<file path="config.mk">
export PLATFORM = sky130hd
export DESIGN_NAME = ps2_tetris_controls
export DESIGN_NICKNAME = d
export VERILOG_FILES = /design/src/rtl/tetris_ps2_pkg.sv /design/src/rtl/ps2_rx.sv /design/src/rtl/ps2_tetris_controls.sv
export SDC_FILE = /design/constraint.sdc
export NUM_CORES = 1
export LEC_CHECK = 0
export CAP_MARGIN = 25
export CORE_ASPECT_RATIO = 2
export CORE_MARGIN = 2
export CORE_UTILIZATION = 40
export CTS_BUF_LIST = sky130_fd_sc_hd__clkbuf_4
export DETAILED_ROUTE_END_ITERATION = 10
export PLACE_DENSITY = 0.58
export SLEW_MARGIN = 20
export SYNTH_ARGS = -nofsm -noshare
export SYNTH_HDL_FRONTEND = slang
export SYNTH_SLANG_ARGS = --single-unit
export TNS_END_PERCENT = 10
</file>
<file path="constraint.sdc">
create_clock -name clk -period 2.37 [get_ports clk]
set_input_delay 0.474 -clock clk [delete_from_list [all_inputs] [get_ports clk]]
set_output_delay 0.474 -clock clk [all_outputs]
set_load 0.01 [all_outputs]
</file>
<file path="src/rtl/tetris_ps2_pkg.sv">
// Shared scan codes, receiver state encoding and command types for the
// PS/2 tetris control path.
package tetris_ps2_pkg;

   localparam logic [7:0] SC_EXT   = 8'hE0;
   localparam logic [7:0] SC_BRK   = 8'hF0;
   localparam logic [7:0] SC_LEFT  = 8'h6B;
   localparam logic [7:0] SC_RIGHT = 8'h74;
   localparam logic [7:0] SC_DOWN  = 8'h72;
   localparam logic [7:0] SC_UP    = 8'h75;
   localparam logic [7:0] SC_SPACE = 8'h29;
   localparam logic [7:0] SC_Z     = 8'h1A;
   localparam logic [7:0] SC_X     = 8'h22;
   localparam logic [7:0] SC_R     = 8'h2D;

   // Held-bit slots for the keys that must not auto-repeat.
   localparam int HK_DROP   = 0;
   localparam int HK_ROTL   = 1;
   localparam int HK_ROTR_X = 2;
   localparam int HK_ROTR_E = 3;
   localparam int HK_RESET  = 4;
   localparam int HK_NUM    = 5;

   typedef enum logic [1:0] {
      RX_IDLE,
      RX_DATA,
      RX_PARITY,
      RX_STOP
   } rx_state_e;

   typedef struct packed {
      logic left;
      logic right;
      logic down;
      logic drop;
      logic rotl;
      logic rotr;
      logic rst;
   } cmd_t;

   function automatic logic odd_parity_ok(input logic [7:0] data, input logic par);
      return ^{data, par};
   endfunction

endpackage

</file>
<file path="src/rtl/ps2_rx.sv">
// PS/2 byte receiver: input synchronisers, ps2_clk debounce filter,
// start/data/parity/stop framing and inter-edge timeout.
module ps2_rx
   import tetris_ps2_pkg::*;
#(
   parameter int unsigned FILTER_LEN = 8,
   parameter int unsigned TIMEOUT    = 20000
) (
   input  logic       clk_i,
   input  logic       rst_i,
   input  logic       ps2_clk_i,
   input  logic       ps2_data_i,
   output logic [7:0] byte_o,
   output logic       byte_valid_o,
   output logic       byte_error_o
);

   localparam int unsigned FCW = $clog2(FILTER_LEN + 1);
   localparam int unsigned TW  = $clog2(TIMEOUT + 2);

   logic [1:0]     clk_sync_q, dat_sync_q;
   logic           filt_q, filt_d;
   logic [FCW-1:0] fcnt_q, fcnt_d;
   logic           fall, sbit, tmo_hit;

   rx_state_e      state_q, state_d;
   logic [7:0]     sh_q;
   logic [2:0]     bcnt_q;
   logic           par_q;
   logic [TW-1:0]  tmo_q;

   logic [7:0]     byte_q;
   logic           valid_q, valid_d;
   logic           error_q, error_d;

   assign sbit    = dat_sync_q[1];
   assign fall    = filt_q & ~filt_d;
   assign tmo_hit = (state_q != RX_IDLE) && (tmo_q == TW'(TIMEOUT)) && !fall;

   // Filtered clock only moves after FILTER_LEN consecutive disagreeing samples.
   always_comb begin
      filt_d = filt_q;
      fcnt_d = '0;
      if (clk_sync_q[1] != filt_q) begin
         if (fcnt_q == FCW'(FILTER_LEN - 1)) filt_d = clk_sync_q[1];
         else                                fcnt_d = fcnt_q + FCW'(1);
      end
   end

   always_ff @(posedge clk_i or posedge rst_i) begin
      if (rst_i) begin
         clk_sync_q <= '1;
         dat_sync_q <= '1;
         filt_q     <= 1'b1;
         fcnt_q     <= '0;
      end else begin
         clk_sync_q <= {clk_sync_q[0], ps2_clk_i};
         dat_sync_q <= {dat_sync_q[0], ps2_data_i};
         filt_q     <= filt_d;
         fcnt_q     <= fcnt_d;
      end
   end

   always_ff @(posedge clk_i or posedge rst_i) begin
      if (rst_i) state_q <= RX_IDLE;
      else       state_q <= state_d;
   end

   always_comb begin
      state_d = state_q;
      if (tmo_hit) begin
         state_d = RX_IDLE;
      end else if (fall) begin
         unique case (state_q)
            RX_IDLE:   if (!sbit) state_d = RX_DATA;
            RX_DATA:   if (bcnt_q == 3'd7) state_d = RX_PARITY;
            RX_PARITY: state_d = RX_STOP;
            RX_STOP:   state_d = RX_IDLE;
            default:   state_d = RX_IDLE;
         endcase
      end
   end

   always_comb begin
      valid_d = 1'b0;
      error_d = 1'b0;
      if (tmo_hit) begin
         error_d = 1'b1;
      end else if (fall && state_q == RX_STOP) begin
         if (odd_parity_ok(sh_q, par_q) && sbit) valid_d = 1'b1;
         else                                    error_d = 1'b1;
      end
   end

   always_ff @(posedge clk_i or posedge rst_i) begin
      if (rst_i) begin
         sh_q    <= '0;
         bcnt_q  <= '0;
         par_q   <= 1'b0;
         tmo_q   <= '0;
         byte_q  <= '0;
         valid_q <= 1'b0;
         error_q <= 1'b0;
      end else begin
         if (fall || state_q == RX_IDLE) tmo_q <= '0;
         else if (tmo_q != TW'(TIMEOUT)) tmo_q <= tmo_q + TW'(1);
         if (fall) begin
            if (state_q == RX_IDLE) bcnt_q <= '0;
            if (state_q == RX_DATA) begin
               sh_q   <= {sbit, sh_q[7:1]};
               bcnt_q <= bcnt_q + 3'd1;
            end
            if (state_q == RX_PARITY) par_q <= sbit;
         end
         if (valid_d) byte_q <= sh_q;
         valid_q <= valid_d;
         error_q <= error_d;
      end
   end

   assign byte_o       = byte_q;
   assign byte_valid_o = valid_q;
   assign byte_error_o = error_q;

endmodule

</file>
<file path="src/rtl/ps2_tetris_controls.sv">
// PS/2 keyboard to tetris command pulses: E0/F0 prefix tracking, key map
// and held-key repeat suppression on top of the ps2_rx byte receiver.
module ps2_tetris_controls
   import tetris_ps2_pkg::*;
#(
   parameter int unsigned FILTER_LEN = 8,
   parameter int unsigned TIMEOUT    = 20000
) (
   input  logic       clk,
   input  logic       reset,
   input  logic       ps2_clk,
   input  logic       ps2_data,
   output logic       move_left,
   output logic       move_right,
   output logic       move_down,
   output logic       drop,
   output logic       rotate_left,
   output logic       rotate_right,
   output logic       reset_game,
   output logic       frame_error,
   output logic [7:0] last_code
);

   logic [7:0]        rx_byte;
   logic              byte_valid, byte_error;

   logic              ext_q, ext_d, brk_q, brk_d;
   logic [HK_NUM-1:0] held_q, held_d, hk_mask, hk_new;
   logic [7:0]        last_q, last_d;
   cmd_t              cmd_q, cmd_d;
   logic              ferr_q;

   ps2_rx #(
      .FILTER_LEN (FILTER_LEN),
      .TIMEOUT    (TIMEOUT)
   ) u_rx (
      .clk_i        (clk),
      .rst_i        (reset),
      .ps2_clk_i    (ps2_clk),
      .ps2_data_i   (ps2_data),
      .byte_o       (rx_byte),
      .byte_valid_o (byte_valid),
      .byte_error_o (byte_error)
   );

   assign hk_new = hk_mask & ~held_q;

   always_comb begin
      ext_d   = ext_q;
      brk_d   = brk_q;
      held_d  = held_q;
      last_d  = last_q;
      cmd_d   = '0;
      hk_mask = '0;
      if (byte_error) begin
         ext_d = 1'b0;
         brk_d = 1'b0;
      end else if (byte_valid) begin
         last_d = rx_byte;
         if (rx_byte == SC_EXT) begin
            ext_d = 1'b1;
         end else if (rx_byte == SC_BRK) begin
            brk_d = 1'b1;
         end else begin
            ext_d = 1'b0;
            brk_d = 1'b0;
            unique case ({ext_q, rx_byte})
               {1'b1, SC_LEFT}:  cmd_d.left  = ~brk_q;
               {1'b1, SC_RIGHT}: cmd_d.right = ~brk_q;
               {1'b1, SC_DOWN}:  cmd_d.down  = ~brk_q;
               {1'b1, SC_UP}:    hk_mask[HK_ROTR_E] = 1'b1;
               {1'b0, SC_X}:     hk_mask[HK_ROTR_X] = 1'b1;
               {1'b0, SC_Z}:     hk_mask[HK_ROTL]   = 1'b1;
               {1'b0, SC_SPACE}: hk_mask[HK_DROP]   = 1'b1;
               {1'b0, SC_R}:     hk_mask[HK_RESET]  = 1'b1;
               default: ;
            endcase
            if (brk_q) begin
               held_d = held_q & ~hk_mask;
            end else begin
               held_d     = held_q | hk_mask;
               cmd_d.drop = hk_new[HK_DROP];
               cmd_d.rotl = hk_new[HK_ROTL];
               cmd_d.rotr = hk_new[HK_ROTR_X] | hk_new[HK_ROTR_E];
               cmd_d.rst  = hk_new[HK_RESET];
            end
         end
      end
   end

   always_ff @(posedge clk or posedge reset) begin
      if (reset) begin
         ext_q  <= 1'b0;
         brk_q  <= 1'b0;
         held_q <= '0;
         last_q <= '0;
         cmd_q  <= '0;
         ferr_q <= 1'b0;
      end else begin
         ext_q  <= ext_d;
         brk_q  <= brk_d;
         held_q <= held_d;
         last_q <= last_d;
         cmd_q  <= cmd_d;
         ferr_q <= byte_error;
      end
   end

   assign move_left    = cmd_q.left;
   assign move_right   = cmd_q.right;
   assign move_down    = cmd_q.down;
   assign drop         = cmd_q.drop;
   assign rotate_left  = cmd_q.rotl;
   assign rotate_right = cmd_q.rotr;
   assign reset_game   = cmd_q.rst;
   assign frame_error  = ferr_q;
   assign last_code    = last_q;

endmodule

</file>
## Yosys cells after proc, flatten, opt, wreduce, memory -nomap -nowiden

Cells that the tools add are included.

| word-level totals | value |
|---|---|
| flip-flop bits (word level) | 71 |
| input bits | 4 |

| cells by class | value |
|---|---|
| bitwise gates (word level) | 12 |
| muxes and demuxes | 65 |
| equality and inequality tests | 22 |
| add/sub/neg operators | 3 |
| reductions and logical operators | 21 |

Operators by type and width:

| cell | count |
|---|---|
| $mux 1 | 44 |
| $eq 9x9->1 const B | 4 |
| $mux 15 | 2 |
| $mux 7 | 4 |
| $eq 9x6->1 const B | 3 |
| $mux 5 | 5 |
| $eq 8x8->1 const B | 2 |
| $add 15x1->15 const B | 1 |
| $eq 15x15->1 const B | 1 |
| $ne 15x15->1 const B | 1 |
| $mux 4 | 3 |
| $reduce_and 2->1 | 6 |
| $and 5x5->5 | 2 |
| $not 5->5 | 2 |
| $reduce_bool 2->1 | 5 |
| $eq 9x5->1 const B | 1 |
| $reduce_xor 9->1 | 1 |
| $mux 2 | 4 |
| $pmux 2 s4 | 1 |
| $mux 3 | 2 |
| $not 1->1 | 5 |
| $or 5x5->5 | 1 |
| $add 4x1->4 const B | 1 |
| $eq 2x2->1 const B | 2 |
| 17 further kinds | 20 |

## Logic depth before layout (Yosys ltp)

Gate-level depths: netlist (run 1).

| logic depth | value |
|---|---|
| depth after elaboration | 17 |
| depth in mapped cells | 7 |
| gate-level depth less buffers | 7 |

## Hierarchy

Synthesis (run 1) repeated with hierarchy kept, for this count alone.

| unflattened totals | value |
|---|---|
| cell total of the unflattened synthesis | 261 |
| area total of the unflattened synthesis | 3183.1 µm² |

Modules (own cells, without submodules):

| module | area an instance (µm²) | cells each | instances | seq. area each (µm²) |
|---|---|---|---|---|
| ps2_rx | 2182.1 | 178 | 1 | 1207.4 |
| ps2_tetris_controls | 1001.0 | 83 | 1 | 575.6 |

## Worst setup path after synthesis (run 1)

Ideal clock, no wire load.

| timing | value |
|---|---|
| path type | reg-to-reg |
| from | register u_rx.fcnt_q[0] |
| to | register u_rx.state_q[0] |
| path slack | 510 ps |
| data required time | 2299 ps |
| cell stages (with the launch flop) | 7 |
| arrival time | 1788 ps |
| path buffers | 0 |
| setup time | 71 ps |
| cells stage by stage | dfrtp_1 ha_1 nand3b_1 nor3b_2 and3_1 mux2_2 nor2_1 |

| on the way | value |
|---|---|
| longest elaborated chain between the ends | 9 |

Ends and longest elaborated chain:

| element | line | RTL |
|---|---|---|
| start, declared | ps2_rx.sv:23 | `logic [FCW-1:0] fcnt_q, fcnt_d;` |
| start signal, assigned | ps2_rx.sv:60 | `fcnt_q <= fcnt_d;` |
| $eq 4x3->1 * | ps2_rx.sv:45 | `if (fcnt_q == FCW'(FILTER_LEN - 1)) filt_d = clk_sync_q[1];` |
| $mux 1 * | ps2_rx.sv:45 |  |
| $mux 1 * | ps2_rx.sv:44 | `if (clk_sync_q[1] != filt_q) begin` |
| $not 1->1 * | ps2_rx.sv:37 | `assign fall = filt_q & ~filt_d;` |
| $and 1x1->1 * | ps2_rx.sv:37 |  |
| $logic_not 1->1 | ps2_rx.sv:38 | `assign tmo_hit = (state_q != RX_IDLE) && (tmo_q == TW'(TIMEOUT)) && !fall;` |
| $logic_and 1x1->1 | ps2_rx.sv:38 |  |
| $ne 3x3->1 (no line) (tied with other cells) | - |  |
| $reduce_and 3->1 (no line) | - |  |
| end signal, assigned | ps2_rx.sv:66 | `else state_q <= state_d;` |
| end, declared | ps2_rx.sv:26 | `rx_state_e state_q, state_d;` |

Mark *: on every way between the ends. The rest lies on a longest branch, timed or not.
A chain may end at the register's enable or synchronous reset.

==> results.json, run 1 <==
{
  "vias": 2059,
  "initial_core_util_pct": 41.27,
  "synthCells": 265,
  "synth_top_area_share_pct": 52.65,
  "worstHoldPathType": "register to register",
  "placed_area_um2": 3461,
  "cp-start-kind": "register",
  "postCtsSetupRepairBufs": 0,
  "nets": 307,
  "wire_per_inst_um": 14.42,
  "yosys.cell_types.count": 42,
  "crit_fanout": 8,
  "grt.overflow.total": 0,
  "clkSinkCount": 71,
  "clk_path_buf_depth": 2,
  "clk_latency_ns": 0.43,
  "syn_nets": 278,
  "slew_headroom_pct": 72.18,
  "p_leak_nw": 1.610,
  "pwr-share-comb_pct": 4.9,
  "gr-usage-all-layers_pct": 15.33,
  "slowest_stage": "dfrtp_1",
  "drc": 0,
  "yosys-top-cells-area": "dfrtp_1 (53%), mux2_2 (9.0%), dfstp_2 (4.2%), nor2_1 (3.8%), ha_1 (3.6%)",
  "finalPower_mw": 2.108,
  "vias_per_cell": 5.239,
  "die-area_um2": 8609,
  "critical_path_class": "register to register",
  "fin_crit_sh_pct": 82.38,
  "ys_seq_area_share_pct": 56.84,
  "crit_path_end_kind": "register",
  "syn_avg_cell_area_um2": 11.84,
  "finalInstanceArea_um2": 3592,
  "switching_share_pct": 22.47,
  "gp_congestion": 0.8238,
  "grt_max_degree": 72,
  "dpl.hpwl_um": 4144,
  "outcome": "complete, no violations",
  "drt-total-wl_um": 5666,
  "die_h_um": 129.2,
  "synth_edf_count": 0,
  "clockPowerShare_pct": 34.7,
  "drive_above_1_share_pct": 18.39,
  "yosys.area_share.simple_pct": 16.55,
  "cts.repair.resized": 0,
  "synth_top_family_by_area": "simple AND/OR/NAND/NOR gates",
  "grt_pass1_vias": 2016,
  "antenna_found_initial": 0,
  "worst_pin_slew_ns": 0.4163,
  "crit_path_cell_trace": "and4bb_1 > a31o_4 > or2_4 > or3_1 > nor4_1",
  "postCtsHoldBufs": 0,
  "synth_top_cell_by_area": "dfrtp_1",
  "diodes": 0,
  "cts_tree": "done",
  "finalSetupTns_ns": 0,
  "detail-route-antenna-nets": 0,
  "dr.pass1.iters": 4,
  "slew_viol_final": 0,
  "ys_warn_count": 0,
  "synth_compound_area_share_pct": 5.465,
  "required_ns": 2.70,
  "cts_max_level": 3,
  "rows": 45,
  "ir_drop_mv": 0.3202,
  "p_switching_mw": 0.4737,
  "die_w_um": 66.62,
  "synth_area_um2": 3137,
  "area_delta_synth_final_pct": 14.52,
  "setup_violations": 0,
  "hold_viol_final": 0,
  "pwr-share-seq_pct": 60.4,
  "synth_mux_area_share_pct": 9.294,
  "cts_buffers": 9,
  "ios": 20,
  "fill_cells": 717,
  "synthAdderAreaFrac_pct": 3.590,
  "root_buffer": "clkbuf_4",
  "hold_ws_ns": 0.3607,
  "ys_ff_latch": 71,
  "power.density_nw_per_um2": 586.8,
  "grt_pass1_wl_um": 9577,
  "drtIter0Drc": 130,
  "yosys_most_used_dff": "dfrtp_1",
  "async_reset_ff_share_pct": 100.0,
  "rsz0062_at_grt": "false",
  "synth_xor_area_share_pct": 6.582,
  "min_period_ns": 1.952,
  "fmax_mhz": 512.2,
  "p_int_mw": 1.634,
  "maxCapViolations": 0,
  "fin_skew_ns": 0.01423,
  "numPortBuffers": 19,
  "ff2ff_setup_slack_ns": 0.42,
  "cts.reportedPaths.clkPinSlew_ns": 0.11,
  "worstPathArrival_ns": 2.29,
  "core_area_um2": 7601,
  "max_stage_delay_ns": 0.51
}
[cell usage after synthesis, drive strengths merged, types with 2 or more instances]
cell    number
a211oi       2
a21oi        5
a31o         2
a32o         2
and3         3
clkbuf       3
dfrtp       66
dfstp        5
ha           9
inv          9
mux2        25
nand2       21
nand2b       3
nand3        7
nand4        5
nand4b       2
nor2        32
nor3         7
nor4         3
nor4b        3
o21ai        9
o31ai        4
or2          2
or3          3
xnor2       10
xor2        11
[cell families (layout without fill, tap and decap cells)]
group / Yosys count / in the layout
AOI/OAI and AO/OA: 25 / 25
xor gates and xnor gates: 22 / 22
adders and majority gates: 9 / 9
buffers and inverters: 13 / 47
DFF: 71 / 71
muxes: 26 / 26
and+or+nand+nor: 99 / 99
[through the flow]
step	utilization, %	worst slack, ns	cells
6_report	47.26	0.4176	393
5_1_grt	47.26	0.2675	393
4_1_cts	47.26	0.3991	393
3_5_place_dp	45.53	0.4245	377
3_3_place_gp	45.53	0.4471	377
2_1_floorplan	-	0.1077	265
[power by group through the flow]
stage	clock network [mW]	registers, mW	logic, mW
CTS	0.773	1.27	0.106
global route	0.823	1.28	0.120
detailed placement	0	1.30	0.105
floorplan	0	1.29	0.0785
global placement	0	1.30	0.103
finish	0.732	1.27	0.102
[final cells by class]
cell class              count  area, µm²  area share [%]
flip-flops and latches     71       1783           49.63
multi-input cells         181       1301           36.22
repair buffers             22      225.2           6.270
well taps                  94      117.6           3.274
clock buffers              11      82.58           2.299
clock inverters             5      48.80           1.358
inverters                   9      33.78          0.9404
[worst max-delay path: cells and delay by family, from the launching register on]
family,cells,cell delay [ns]
flops,1,0.51
compound gates,1,0.28
simple gates,4,1.07
[path summary, 6_finish.rpt]
check                                   start  cells after the start                  to
setup / recovery               u_rx.byte_o[2]                      5           move_down
hold / removal             u_rx.dat_sync_q[0]                      0  u_rx.dat_sync_q[1]
setup reg to reg               u_rx.byte_o[2]                      5           move_down
hold reg to reg            u_rx.dat_sync_q[0]                      0  u_rx.dat_sync_q[1]
max in group asynchronous               reset                      3  u_rx.dat_sync_q[0]
min in group asynchronous               reset                      3        last_code[2]
[placed cells by master, fill, tap and decap left out, drive strengths merged, types with 2 or more instances in the layout]
cell	Yosys	routed
a211oi	2	2
a21oi	5	5
a31o	2	2
a32o	2	2
and3	3	3
buf	1	3
clkbuf	3	11
clkdlybuf4s50	0	19
clkinv	0	4
dfrtp	66	66
dfstp	5	5
ha	9	9
inv	9	9
mux2	25	25
nand2	21	21
nand2b	3	3
nand3	7	7
nand4	5	5
nand4b	2	2
nor2	32	32
nor3	7	7
nor4	3	3
nor4b	3	3
o21ai	9	9
o31ai	4	4
or2	2	2
or3	3	3
xnor2	10	10
xor2	11	11
[routing by layer]
layer	global-route usage, %	routed length (µm)	up-vias	part of all wire [%]
met5	0	0	-	0
met4	12.36	230	0	4.1
met3	2.170	123	16	2.2
met2	26.82	3193	30	56
met1	15.65	2119	1030	37
li1	-	-	983	-
[flip-flops by register name, summed over array words and instances, names as in the netlist, 2 cells and up, named ones only]
register and cells:
u_rx.fcnt_q 4, u_rx.sh_q 8, u_rx.state_q 2, u_rx.byte_o 8, last_code 8, u_rx.clk_sync_q 2
u_rx.dat_sync_q 2, u_rx.bcnt_q 3, u_rx.tmo_q 15
No activity file was read; power rests on OpenSTA's default activity.
==> run 2: changes to the inputs <==
clock period = 1.75 ns   (was 2.37 ns; I/O delays follow)
==> run 2 against run 1 <==
Net effect:
- cell area up 8.3%
- first-iteration DRC count is 21% lower
- utilization increased by 3.9 points
- setup slack got worse by 0.51 ns
- the run now ends with setup timing left
- critical endpoint is now u_rx.byte_o[7]
==> results.json, run 2 (same netlist as run 1, synthesis figures left out) <==
{
  "dr.pass1.iters": 4,
  "fin_crit_sh_pct": 105.1,
  "setup_violations": 9,
  "outcome": "finished, violations left",
  "worstHoldPathType": "primary input to asynchronous set/reset pin",
  "wire_per_inst_um": 14.10,
  "ir_drop_mv": 0.4793,
  "cts_tree": "done",
  "hold_viol_final": 0,
  "gp_congestion": 0.7960,
  "worst_slack_ns": -0.08934,
  "preCtsSetupSlack_ns": -0.1014,
  "p_leak_nw": 1.769,
  "antenna_found_initial": 1,
  "fin_skew_ns": 0.01362,
  "top_layer": "met4",
  "ios": 20,
  "dpl.hpwl_um": 4547,
  "critical_path_class": "register to register",
  "crit_fanout": 8,
  "hold_ws_ns": 0.2460,
  "grt_max_degree": 39,
  "worst_pin_slew_ns": 0.4785,
  "gr-usage-all-layers_pct": 16.03,
  "clk_latency_ns": 0.42,
  "largest_reg_flops": 15,
  "slew_viol_final": 0,
  "area_delta_synth_final_pct": 24.05,
  "slew_headroom_pct": 67.80,
  "cts.reportedPaths.clkPinSlew_ns": 0.11,
  "wl_met1_um": 2053,
  "finalPower_mw": 3.025,
  "core_area_um2": 7601,
  "rsz0062_at_grt": "true",
  "wl_met2_um": 3478,
  "fmax_mhz": 543.7,
  "placed_area_um2": 3692,
  "worst_r2r_path_depth": 5,
  "die_h_um": 129.2,
  "numPortBuffers": 19,
  "violations": "setup timing",
  "root_buffer": "clkbuf_4",
  "dpl.cell_count": 404,
  "postCtsHoldBufs": 0,
  "grt_pass1_wl_um": 9998,
  "cp-start-kind": "register",
  "vias": 2142,
  "mostFrequentLayoutCells": "dfrtp_1 (66), nor2_1 (31), mux2_2 (25), buf_4 (25), nand2_1 (20)",
  "drt-total-wl_um": 5937,
  "detail-route-antenna-nets": 0,
  "drc": 0,
  "worstPathArrival_ns": 2.15,
  "largest_register": "u_rx.tmo_q",
  "grt.overflow.total": 0,
  "power.density_nw_per_um2": 777.3,
  "vias_per_cell": 5.088,
  "finalInstanceArea_um2": 3891,
  "wl_met3_um": 147,
  "grt_pass1_vias": 2165,
  "ff2ff_setup_slack_ns": -0.09,
  "nets": 334,
  "finalNonFillerCells": 421,
  "cts_max_level": 3,
  "drive_above_1_share_pct": 27.30,
  "cts_buffers": 9,
  "die-area_um2": 8609,
  "rows": 45,
  "drtIter0Drc": 103,
  "initial_core_util_pct": 41.27,
  "die_w_um": 66.62,
  "maxCapViolations": 0,
  "clk_path_buf_depth": 2,
  "layout_commonest_cell": "dfrtp_1",
  "clkSinkCount": 71,
  "required_ns": 2.06,
  "crit_path_end_kind": "register",
  "min_period_ns": 1.839
}
-- run 2: repair_timing --
action	CTS	global route
buffers inserted	0	0
pin swaps	2	1
setup endpoints to repair	11	35
resized for setup	3	7
-- run 2: worst max-delay path: stages (launching register included) --
cell,delay (ns)
dfrtp_1,0.40
xor2_1,0.16
xnor3_1,0.42
xnor2_1,0.18
nand4b_4,0.22
mux2_2,0.35
-- run 2: final cells by class --
class	count	area, µm²
fillers	690	3710
flip-flops and latches	71	1783
multi-input cells	181	1334
repair buffers	49	460.4
well taps	94	117.6
clock buffers	11	82.58
clock inverters	5	73.82
inverters	9	37.54
diodes	1	2.502
-- run 2: where the power goes --
part | total, mW | switching (mW) | internal [mW]
clock | 1.15 | 0.543 | 0.603
sequential | 1.73 | 0.0358 | 1.69
combinational | 0.149 | 0.0743 | 0.0747
-- run 2: path summary, 6_finish.rpt --
path / startpoint / to
worst min register to register: u_rx.clk_sync_q[0] / u_rx.clk_sync_q[1]
worst max-delay path: u_rx.sh_q[6] / u_rx.byte_o[7]
max in group asynchronous: reset / u_rx.tmo_q[2]
worst max register to register: u_rx.sh_q[6] / u_rx.byte_o[7]
min in group clk: ps2_data / u_rx.dat_sync_q[0]
worst min-delay path: reset / last_code[1]
-- run 2: through the flow --
step | TNS [ns] | util [%]
6_report | -0.6400 | 51.19
5_1_grt | -1.510 | 51.19
4_1_cts | -0.7827 | 50.85
3_5_place_dp | -0.7454 | 48.58
3_3_place_gp | -0.6712 | 48.58
2_1_floorplan | -2.079 | -
-- run 2: per-layer routing --
metal  track usage, %  vias up
li1                 -     1042
met1            14.92     1043
met2            29.47       39
met3            3.472       18
met4            11.40        0
met5                0        -
==> run 3: changes to the inputs <==
CAP_MARGIN = default   (was 25)
REMOVE_ABC_BUFFERS = 1   (was default)
==> run 3 against run 2 <==
Net effect:
- critical path depth unchanged
- via count increased by 0.51%
- die area stayed put
- the flow still finishes with violations (setup timing)
- maximum frequency is 0.21% lower
- critical endpoint is now u_rx.byte_o[4]
- sequential power hardly changed
- sequential share of layout area up 0.69 points
- combinational power fell by 3%
- hold slack gained 0.061 ns
==> results.json, run 3 (same netlist as run 1, synthesis figures left out) <==
{
  "fin_skew_ns": 0.01197,
  "cts.reportedPaths.clkPinSlew_ns": 0.10,
  "cp-start-kind": "register",
  "power.density_nw_per_um2": 729.8,
  "required_ns": 2.07,
  "root_buffer": "clkbuf_4",
  "die_h_um": 129.2,
  "grt.overflow.total": 0,
  "grt_pass1_wl_um": 10130,
  "worst_r2r_path_depth": 5,
  "max_stage_delay_ns": 0.44,
  "met3_usage_pct": 4.080,
  "gp_congestion": 0.7664,
  "clk_latency_ns": 0.43,
  "core_area_um2": 7601,
  "grt_max_degree": 72,
  "area_delta_synth_final_pct": 22.22,
  "crit_path_cell_trace": "xor2_1 > xnor3_1 > xnor2_2 > nand4b_4 > mux2_2",
  "drive_above_1_share_pct": 27.47,
  "dpl.hpwl_um": 4332,
  "multi_input_area_um2": 1344,
  "dr.pass1.iters": 4,
  "clk_path_buf_depth": 2,
  "met1_usage_pct": 15.12,
  "grt_pass1_vias": 2219,
  "rows": 45,
  "vias_per_cell": 5.138,
  "largest_reg_flops": 15,
  "worstHoldPathType": "primary input to asynchronous set/reset pin",
  "antenna_found_initial": 1,
  "finalInstanceArea_um2": 3834,
  "setup_violations": 9,
  "fin_crit_sh_pct": 105.3,
  "postCtsHoldBufs": 0,
  "fmax_mhz": 542.5,
  "clkSinkCount": 71,
  "violations": "setup timing",
  "finalPower_mw": 2.798,
  "placed_area_um2": 3661,
  "p_leak_nw": 1.787,
  "nets": 332,
  "hold_ws_ns": 0.3074,
  "cts_max_level": 3,
  "initial_core_util_pct": 41.27,
  "layout_commonest_cell": "dfrtp_1",
  "crit_path_end_kind": "register",
  "gr-usage-all-layers_pct": 16.08,
  "die-area_um2": 8609,
  "mostFrequentLayoutCells": "dfrtp_1 (66), nor2_1 (31), mux2_2 (25)",
  "outcome": "finished, violations left",
  "min_period_ns": 1.843,
  "maxCapViolations": 0,
  "largest_register": "u_rx.tmo_q",
  "seq_area_um2": 1783,
  "ios": 20,
  "ir_drop_mv": 0.3912,
  "numPortBuffers": 19,
  "crit_fanout": 8,
  "vias": 2153,
  "critical_path_class": "register to register",
  "top_usage_layer": "met2",
  "detail-route-antenna-nets": 0,
  "dpl.cell_count": 402,
  "finalSetupTns_ns": -0.7267,
  "slew_viol_final": 0,
  "cts_tree": "done",
  "worstPathArrival_ns": 2.16,
  "worst_pin_slew_ns": 0.4502,
  "cts_buffers": 9,
  "slowest_stage": "xnor3_1",
  "drtIter0Drc": 118,
  "slew_headroom_pct": 69.71,
  "rsz0062_at_grt": "true",
  "die_w_um": 66.62,
  "drt-total-wl_um": 5966,
  "worst_slack_ns": -0.09329,
  "fill_cells": 717,
  "use_met2_pct": 29.94,
  "wire_per_inst_um": 14.24,
  "finalNonFillerCells": 419,
  "hold_viol_final": 0,
  "drc": 0
}
[run 3: changes by cell type in the layout (fill, tap and decap cells not counted), sizes merged]
cell,before,now
clkinv,3,1
clkdlybuf4s50,19,18
clkinvlp,1,0
inv,8,9
clkbuf,11,15
buf,30,28
bufinv,2,0
dlymetal6s2s,0,1
[run 3: worst paths after layout]
kind,from,end,slack (ns)
max,u_rx.sh_q[6],u_rx.byte_o[4],-0.09
min,reset,reset_game,0.31
max reg2reg,u_rx.sh_q[6],u_rx.byte_o[4],-0.09
min reg2reg,u_rx.dat_sync_q[0],u_rx.dat_sync_q[1],0.36
max in group asynchronous,reset,u_rx.dat_sync_q[0],1.10
min in group clk,ps2_clk,u_rx.clk_sync_q[0],0.32
[run 3: timing repair]
action                                  4_1_cts  5_1_grt
endpoints found under the setup margin       11       39
hold endpoints to repair                      0        0
setup buffers                                 0        0
pin swaps                                     2        2
resized for setup                             3        9
[run 3: routing by layer]
layer | vias up | wire (µm)
met4 | 0 | 188
met1 | 1072 | 2068
met5 | - | 0
met3 | 14 | 159
met2 | 30 | 3550
li1 | 1037 | -
[run 3: final cells by class]
| class | count | share of cell area [%] |
|---|---|---|
| Sequential cell | 71 | 46.51 |
| Timing Repair Buffer | 47 | 11.36 |
| Antenna cell | 1 | 0.06527 |
| Tap cell | 94 | 3.068 |
| Inverter | 9 | 0.8812 |
| Multi-Input combinational cell | 181 | 35.05 |
| Clock inverter | 1 | 0.1305 |
| Clock buffer | 15 | 2.937 |
[run 3: through the flow]
step	worst slack (ns)	utilization (%)
final	-0.09329	50.44
after global routing	-0.1779	50.44
after CTS	-0.1149	49.93
after detailed placement	-0.1320	48.16
after global placement	-0.07633	48.16
after floorplan	-0.3883	-
[run 3: power breakdown]
part           internal (mW)  leakage [nW]  switching, mW
Clock                  0.388        0.0729          0.535
Sequential              1.69         0.972         0.0364
Combinational         0.0706         0.742         0.0741
Total                   2.15          1.79          0.646
[run 3: critical path, delay by kind of cell (launching register included)]
family,cells,cell delay (ns)
multiplexers,1,0.35
XOR/XNOR,3,0.76
flip-flops,1,0.40
AND/OR/NAND/NOR,1,0.22
